`src/rtl/mips_trace_capture_if.sv`:
```
// -----------------------------------------------------------------------------
// mips_trace_capture_if
// Readout stream of the MIPS trace capture block: one 32-bit word per
// handshake, with a marker on the final word of the final trace entry.
//
// Signals:
//   rd_data   32  readout word (producer -> consumer)
//   rd_valid   1  readout word valid (producer -> consumer)
//   rd_ready   1  consumer accepts the word (consumer -> producer)
//   rd_last    1  final word of the final entry (producer -> consumer)
//
// Modports:
//   master  the trace capture block (drives data/valid/last)
//   slave   the host or bench draining the buffer (drives ready)
// -----------------------------------------------------------------------------
interface mips_trace_capture_if;
  logic [31:0] rd_data;
  logic        rd_valid;
  logic        rd_ready;
  logic        rd_last;

  modport master (
    output rd_data,
    output rd_valid,
    output rd_last,
    input  rd_ready
  );

  modport slave (
    input  rd_data,
    input  rd_valid,
    input  rd_last,
    output rd_ready
  );
endinterface

```
`src/rtl/mips_trace_capture.sv`:
```
// -----------------------------------------------------------------------------
// mips_trace_capture
// Passive trace reader for the single-cycle MIPS core. After being armed it
// waits for a PC-match trigger (or triggers at once), records the core's
// per-cycle observation buses {pc, inst, alu, data} into a DEPTH-entry buffer,
// and then drains the buffer as a stream of 32-bit words (pc, inst, alu, data
// per entry) over a valid/ready handshake. It never drives the core.
//
// Parameters:
//   DEPTH  number of trace entries (power of 2, >= 2)
//   AW     log2(DEPTH)
//
// Ports:
//   clk       in   1     system clock, all logic on posedge
//   reset     in   1     synchronous active-low reset
//   arm       in   1     start a capture (only honoured in IDLE)
//   trig_en   in   1     1 = wait for pc_in == trig_pc, 0 = trigger at once
//   trig_pc   in   32    trigger PC value
//   stop      in   1     end the capture early (only honoured in CAPTURE)
//   pc_in     in   32    core PC outpin
//   inst_in   in   32    core instruction outpin
//   alu_in    in   32    core ALU result outpin
//   data_in   in   32    core data-memory read outpin
//   busy      out  1     high while ARMED or CAPTURE
//   done      out  1     high while READ
//   count     out  AW+1  number of captured entries
//   rd        master     readout stream (rd_data/rd_valid/rd_ready/rd_last)
// -----------------------------------------------------------------------------
module mips_trace_capture #(
  parameter int DEPTH = 16,
  parameter int AW    = 4
) (
  input  logic                 clk,
  input  logic                 reset,
  input  logic                 arm,
  input  logic                 trig_en,
  input  logic [31:0]          trig_pc,
  input  logic                 stop,
  input  logic [31:0]          pc_in,
  input  logic [31:0]          inst_in,
  input  logic [31:0]          alu_in,
  input  logic [31:0]          data_in,
  output logic                 busy,
  output logic                 done,
  output logic [AW:0]          count,
  mips_trace_capture_if.master rd
);

  typedef enum logic [1:0] {
    S_IDLE    = 2'd0,
    S_ARMED   = 2'd1,
    S_CAPTURE = 2'd2,
    S_READ    = 2'd3
  } state_t;

  // Count value whose next write fills the buffer.
  localparam logic [AW:0]   CNT_FULL_M1 = (AW+1)'(DEPTH - 1);
  localparam logic [AW:0]   CNT_ONE     = {{AW{1'b0}}, 1'b1};
  localparam logic [AW:0]   CNT_ZERO    = {(AW+1){1'b0}};
  localparam logic [AW-1:0] PTR_ONE     = {{(AW-1){1'b0}}, 1'b1};
  localparam logic [AW-1:0] PTR_ZERO    = {AW{1'b0}};

  state_t        state_r;
  logic          busy_r;
  logic          done_r;
  logic [AW:0]   count_r;
  logic [AW-1:0] wptr_r;
  logic [AW-1:0] rptr_r;
  logic [1:0]    wsel_r;
  logic [31:0]   rd_data_r;
  logic          rd_valid_r;
  logic          rd_last_r;

  logic [127:0]  mem_r [0:DEPTH-1];

  logic          hit_s;
  logic          wr_en_s;
  logic          fire_s;
  logic [1:0]    nxt_wsel_s;
  logic [AW-1:0] nxt_rptr_s;
  logic          nxt_last_s;

  // Select one 32-bit word of an entry: 0 = pc, 1 = inst, 2 = alu, 3 = data.
  function automatic logic [31:0] entry_word(input logic [127:0] entry,
                                             input logic [1:0]   sel);
    logic [31:0] w;
    case (sel)
      2'd0:    w = entry[127:96];
      2'd1:    w = entry[95:64];
      2'd2:    w = entry[63:32];
      2'd3:    w = entry[31:0];
      default: w = 32'd0;
    endcase
    return w;
  endfunction

  // Trigger match, write enable and readout pointer advance.
  always_comb begin
    hit_s      = 1'b0;
    wr_en_s    = 1'b0;
    fire_s     = 1'b0;
    nxt_wsel_s = wsel_r + 2'd1;
    nxt_rptr_s = rptr_r;
    nxt_last_s = 1'b0;

    hit_s = (trig_en == 1'b0) || (pc_in == trig_pc);

    // Moving past word 3 of an entry steps to the next entry.
    if (wsel_r == 2'd3) begin
      nxt_rptr_s = rptr_r + PTR_ONE;
    end else begin
      nxt_rptr_s = rptr_r;
    end

    nxt_last_s = ({1'b0, nxt_rptr_s} == (count_r - CNT_ONE)) && (nxt_wsel_s == 2'd3);

    case (state_r)
      S_ARMED:   wr_en_s = hit_s;
      S_CAPTURE: wr_en_s = !stop;
      // rd_valid is high for the whole of READ, so ready alone is a handshake.
      S_READ:    fire_s  = rd.rd_ready;
      default: begin
        wr_en_s = 1'b0;
        fire_s  = 1'b0;
      end
    endcase
  end

  // Trace buffer: synchronous write of one full sample per enabled edge.
  always_ff @(posedge clk) begin
    if (reset && wr_en_s) begin
      mem_r[wptr_r] <= {pc_in, inst_in, alu_in, data_in};
    end
  end

  // Capture/readout control FSM with registered status and stream outputs.
  always_ff @(posedge clk) begin
    if (!reset) begin
      state_r    <= S_IDLE;
      busy_r     <= 1'b0;
      done_r     <= 1'b0;
      count_r    <= CNT_ZERO;
      wptr_r     <= PTR_ZERO;
      rptr_r     <= PTR_ZERO;
      wsel_r     <= 2'd0;
      rd_data_r  <= 32'd0;
      rd_valid_r <= 1'b0;
      rd_last_r  <= 1'b0;
    end else begin
      case (state_r)
        S_IDLE: begin
          // count is left alone here so the host can still inspect it.
          if (arm) begin
            state_r <= S_ARMED;
            busy_r  <= 1'b1;
            count_r <= CNT_ZERO;
            wptr_r  <= PTR_ZERO;
          end
        end

        S_ARMED: begin
          // The matching sample itself becomes entry 0.
          if (hit_s) begin
            state_r <= S_CAPTURE;
            count_r <= CNT_ONE;
            wptr_r  <= PTR_ONE;
          end
        end

        S_CAPTURE: begin
          if (stop || (count_r == CNT_FULL_M1)) begin
            // stop suppresses the write even when it would fill the buffer.
            if (!stop) begin
              count_r <= count_r + CNT_ONE;
            end
            state_r    <= S_READ;
            busy_r     <= 1'b0;
            done_r     <= 1'b1;
            rptr_r     <= PTR_ZERO;
            wsel_r     <= 2'd0;
            rd_valid_r <= 1'b1;
            rd_last_r  <= 1'b0;
            // Entry 0 was written on the trigger edge, so it is already stored.
            rd_data_r  <= entry_word(mem_r[PTR_ZERO], 2'd0);
          end else begin
            count_r <= count_r + CNT_ONE;
            wptr_r  <= wptr_r + PTR_ONE;
          end
        end

        S_READ: begin
          if (fire_s) begin
            if (rd_last_r) begin
              state_r    <= S_IDLE;
              done_r     <= 1'b0;
              rd_valid_r <= 1'b0;
              rd_last_r  <= 1'b0;
              rd_data_r  <= 32'd0;
              rptr_r     <= PTR_ZERO;
              wsel_r     <= 2'd0;
            end else begin
              wsel_r    <= nxt_wsel_s;
              rptr_r    <= nxt_rptr_s;
              rd_last_r <= nxt_last_s;
              rd_data_r <= entry_word(mem_r[nxt_rptr_s], nxt_wsel_s);
            end
          end
        end

        default: begin
          state_r    <= S_IDLE;
          busy_r     <= 1'b0;
          done_r     <= 1'b0;
          rd_valid_r <= 1'b0;
          rd_last_r  <= 1'b0;
        end
      endcase
    end
  end

  assign busy        = busy_r;
  assign done        = done_r;
  assign count       = count_r;
  assign rd.rd_data  = rd_data_r;
  assign rd.rd_valid = rd_valid_r;
  assign rd.rd_last  = rd_last_r;

endmodule

```
`src/flat_wrapper.sv`:
```
// flat-port wrapper written by rule: the top's interface ports become plain ports
module mips_trace_capture_flat 
#(
  parameter int DEPTH = 16,
  parameter int AW    = 4
)
  (clk, reset, arm, trig_en, trig_pc, stop, pc_in, inst_in, alu_in, data_in, busy, done, count, rd_rd_data, rd_rd_valid, rd_rd_last, rd_rd_ready);
  mips_trace_capture_if rd_i ();
  input  logic clk;
  input  logic reset;
  input  logic arm;
  input  logic trig_en;
  input  logic [31:0] trig_pc;
  input  logic stop;
  input  logic [31:0] pc_in;
  input  logic [31:0] inst_in;
  input  logic [31:0] alu_in;
  input  logic [31:0] data_in;
  output logic busy;
  output logic done;
  output logic [AW:0] count;
  output wire logic [$bits(rd_i.rd_data)-1:0] rd_rd_data;
  output wire logic [$bits(rd_i.rd_valid)-1:0] rd_rd_valid;
  output wire logic [$bits(rd_i.rd_last)-1:0] rd_rd_last;
  input wire logic [$bits(rd_i.rd_ready)-1:0] rd_rd_ready;
  assign rd_rd_data = rd_i.rd_data;
  assign rd_rd_valid = rd_i.rd_valid;
  assign rd_rd_last = rd_i.rd_last;
  assign rd_i.rd_ready = rd_rd_ready;
  mips_trace_capture #(.DEPTH(DEPTH), .AW(AW)) u_core (.clk(clk), .reset(reset), .arm(arm), .trig_en(trig_en), .trig_pc(trig_pc), .stop(stop), .pc_in(pc_in), .inst_in(inst_in), .alu_in(alu_in), .data_in(data_in), .busy(busy), .done(done), .count(count), .rd(rd_i));
endmodule
```
`config.mk`:
```
export PLATFORM = sky130hd
export DESIGN_NAME = mips_trace_capture_flat
export DESIGN_NICKNAME = d
export VERILOG_FILES = /design/src/rtl/mips_trace_capture_if.sv /design/src/rtl/mips_trace_capture.sv /design/src/flat_wrapper.sv
export SDC_FILE = /design/constraint.sdc
export NUM_CORES = 2
export LEC_CHECK = 0
export BUFFER_PORTS_ARGS = -buffer_cell sky130_fd_sc_hd__buf_4
export CAP_MARGIN = 20
export CORE_ASPECT_RATIO = 1.2
export CORE_MARGIN = 2
export CORE_UTILIZATION = 45
export DETAILED_ROUTE_END_ITERATION = 7
export HOLD_SLACK_MARGIN = 0.02
export PLACE_DENSITY_LB_ADDON = 0.2
export SLEW_MARGIN = 20
export SYNTH_ARGS = -nofsm -noshare
export SYNTH_HDL_FRONTEND = slang
export SYNTH_SLANG_ARGS = --single-unit
```
`constraint.sdc`:
```
create_clock -name clk -period 5.3 [get_ports clk]
set_input_delay 0.265 -clock clk [delete_from_list [all_inputs] [get_ports clk]]
set_output_delay 0.265 -clock clk [all_outputs]
set_load 0.01 [all_outputs]
```
==> summary.md <==
| Metric | Value |
|---|---|
| Maximum vdd drop | `330 uV` |
| Skew final | `30.9 ps` |
| Syn nets | `4110` |
| Syn Std Cell Area | `81100 um^2` |
| DRC violations left | `1` |
| Status | `finished, violations left` |
| Clock slew at reported path FFs | `60 ps` |
| Met2 WL post-DR | `108 mm` |
| Worst path cell trace | `ha_1 -> xor2_4 -> buf_12 -> buf_12 -> buf_4 -> mux4_2 -> a22oi_1 -> nand3_1 -> nor4_1 -> nor3_1` |
| DR top layer | `met5` |
| Max Fclk | `210 MHz` |
| Tot Pwr | `0.0349 W` |
| Initial antenna violation count | `17` |
| FF-to-FF Start | `u_core.wsel_r[0]` |
| Min Hold Slack | `96.0 ps` |
| Worst Setup SP | `u_core.wsel_r[0]` |
| CTS tree | `done` |
| Fin. max-slew vios | `0` |
| # rows | `170` |
| Top-level port count | `207` |
| WP data arrival | `5440 ps` |
| Post-Synthesis Cells | `3926` |
| WP data required | `5980 ps` |
| Synth unique cells | `69` |
| Clock insertion delay at the later pin of the skew report | `860 ps` |
| GPL Wtd Cong | `0.806` |
| Input/output buffers | `206` |
| Slowest CP cell | `nor4_1` |
| Commonest non-fill, non-tap cell in the layout | `edfxtp_1` |
| Post-synth top flop | `edfxtp_1` |
| H-tree depth | `4` |
| Static Leak | `29.1 nW` |
| Register bit total from synthesis | `2100` |
| Actual slew at the worst max-slew pin | `1190 ps` |
| Setup ws final | `543 ps` |
| Finished Layout Cells | `7024` |
| Cts bufs inserted | `202` |
| Failing checks | `DRC` |
| Crit end category | `flip-flop` |
| Synth Warn # | `0` |
| GRT Total Usage | `24.9%` |
| Global-route wire length before repair | `323 mm` |
| 1st-iter DRT viols | `4820` |
| Area grow syn2layout | `16.9%` |
| Worst Path Max Fanout | `25` |
| DR WL/cell | `32.3 um` |
| Crit path kind | `reg2reg` |
| Final wirelength | `227 mm` |
| Layout cells sized above 1 | `25.8%` |
| Most frequent cells in the layout | `edfxtp_1, mux4_2, buf_4` |
| Seq/Total Area, Yosys | `77.1%` |
| EDFF count, synth | `2048` |
| Asr flop ratio synth | `0%` |
| M1 WL | `95.0 mm` |
| Global route overflow | `0` |
| TritonRoute pass-1 iters | `8` |
| Hold Crit Class | `in2reg` |
| Largest net degree at the start of global routing | `94` |
| CTS max path bufs | `3` |
| Rel. slew slack | `19.9%` |
| HPWL Detailed | `133 mm` |
| Pwr/cell area | `368 nW/um^2` |
| Vias in the first global route | `42900` |
| Setup crit start kind | `flip-flop` |
| Tcrit/Tclk final | `89.7%` |
| RSZ-0062 raised after global routing | `false` |
| CP peak stage delay | `870 ps` |
| Die Width | `392 um` |
| Die footprint | `184000 um^2` |
| Maxcap violations | `0` |
| Mapped Avg Cell Area | `20.7 um^2` |
| Final Hold Fails | `0` |
| Die Span Y | `469 um` |
| Final ANT Viol Nets | `0` |
| Setup slack at placement | `629 ps` |
| Dpl cells | `6502` |
| CP most frequent cell | `buf_12` |
| Starting density of the core | `45.3%` |
| CTS Root Cell | `clkbuf_16` |
| # nets final | `4615` |
| Hold Startpoint | `trig_en` |
| Met3 wire length | `18.0 mm` |
| Core ar. | `179000 um^2` |
| Clock Sinks | `2100` |
| Vias per cell | `6.12` |
| Period minus WS final | `4760 ps` |
| DR vias | `43000` |
| # setup viols final | `0` |
## critical path: cells and delay by family, from the launching register on
kind | cells | cell delay (ps)
mux | 1 | 520
buf+inv | 3 | 760
simple gates | 3 | 1080
compound gates | 1 | 210
flops | 1 | 460
fa+ha+maj | 1 | 730
xor+xnor | 1 | 810
## kinds of logic after synthesis
logic type      after synthesis  synth area share [%]
fa+ha+maj                    18                 0.278
xor+xnor                     41                 0.461
simple gates                630                  3.77
mux                         517                  13.6
compound gates              390                  3.30
buf+inv                     230                  1.51
flops                      2100                  77.1
## path summary, 6_finish.rpt
| check | cells after the start | slack, ps | endpoint |
|---|---|---|---|
| min reg2reg | 2 | 510 | u_core.count[4] |
| max reg2reg | 10 | 540 | u_core.rd.rd_data[0] |
| max | 10 | 540 | u_core.rd.rd_data[0] |
| min | 5 | 100 | u_core.state_r[1] |
## report_power, final
group	switching [W]	internal, W
Sequential	0.000204	0.0184
Combinational	0.00136	0.000705
Clock	0.00628	0.00791
## state kept, by name, summed over array words and instances (netlist names)
signal,cells
u_core.busy,1
u_core.count,5
u_core.done,1
u_core.wsel_r,2
u_core.rptr_r,4
u_core.state_r,2
u_core.mem_r,2048
u_core.wptr_r,4
u_core.rd.rd_data,32
u_core.rd.rd_last,1
## layer usage
layer	track usage [%]	vias up
met5	0	-
met4	7.08	12
met3	3.97	342
met2	39.3	1936
met1	36.2	23300
li1	-	17400
## through the flow
step | cell area, um^2 | TNS (ps) | util (%)
2_1_floorplan | 81100 | 0 | -
3_3_place_gp | 86900 | -42870 | 48.6
3_5_place_dp | 86900 | 0 | 48.6
4_1_cts | 94800 | 0 | 53.0
5_1_grt | 94800 | 0 | 53.0
6_report | 94800 | 0 | 53.0
## area by class of cell
class / count / area (um^2)
fillers: 13900 / 84100
flip-flops and latches: 2100 / 62500
multi-input cells: 1596 / 17700
clock buffers: 252 / 5250
repair buffers: 511 / 4980
well taps: 2408 / 3010
clock inverters: 129 / 1240
inverters: 20 / 75.1
diodes: 8 / 20.0
## cell usage after synthesis (16+ instances only)
library cell | count | area [um^2]
edfxtp_1 | 2048 | 61500
mux4_2 | 466 | 10500
nand2_1 | 301 | 1130
a21oi_1 | 103 | 515
a22oi_1 | 96 | 721
clkbuf_1 | 72 | 270
nand3_1 | 63 | 315
buf_2 | 61 | 305
nor3_1 | 60 | 300
nand4_1 | 55 | 344
dfxtp_1 | 52 | 1040
buf_4 | 50 | 375
o21ai_0 | 44 | 220
mux2i_1 | 42 | 420
nor2_1 | 40 | 150
xnor2_1 | 38 | 333
nor2b_1 | 22 | 138
ha_1 | 18 | 225
inv_1 | 18 | 67.6
a32oi_1 | 16 | 140
## timing repair
action | CTS | global route
endpoints found under the hold margin | 2053 | 0
buffers inserted | 0 | 0
resized for setup | 0 | 0
hold buffers | 132 | 0
No activity file was read; power rests on OpenSTA's default activity.
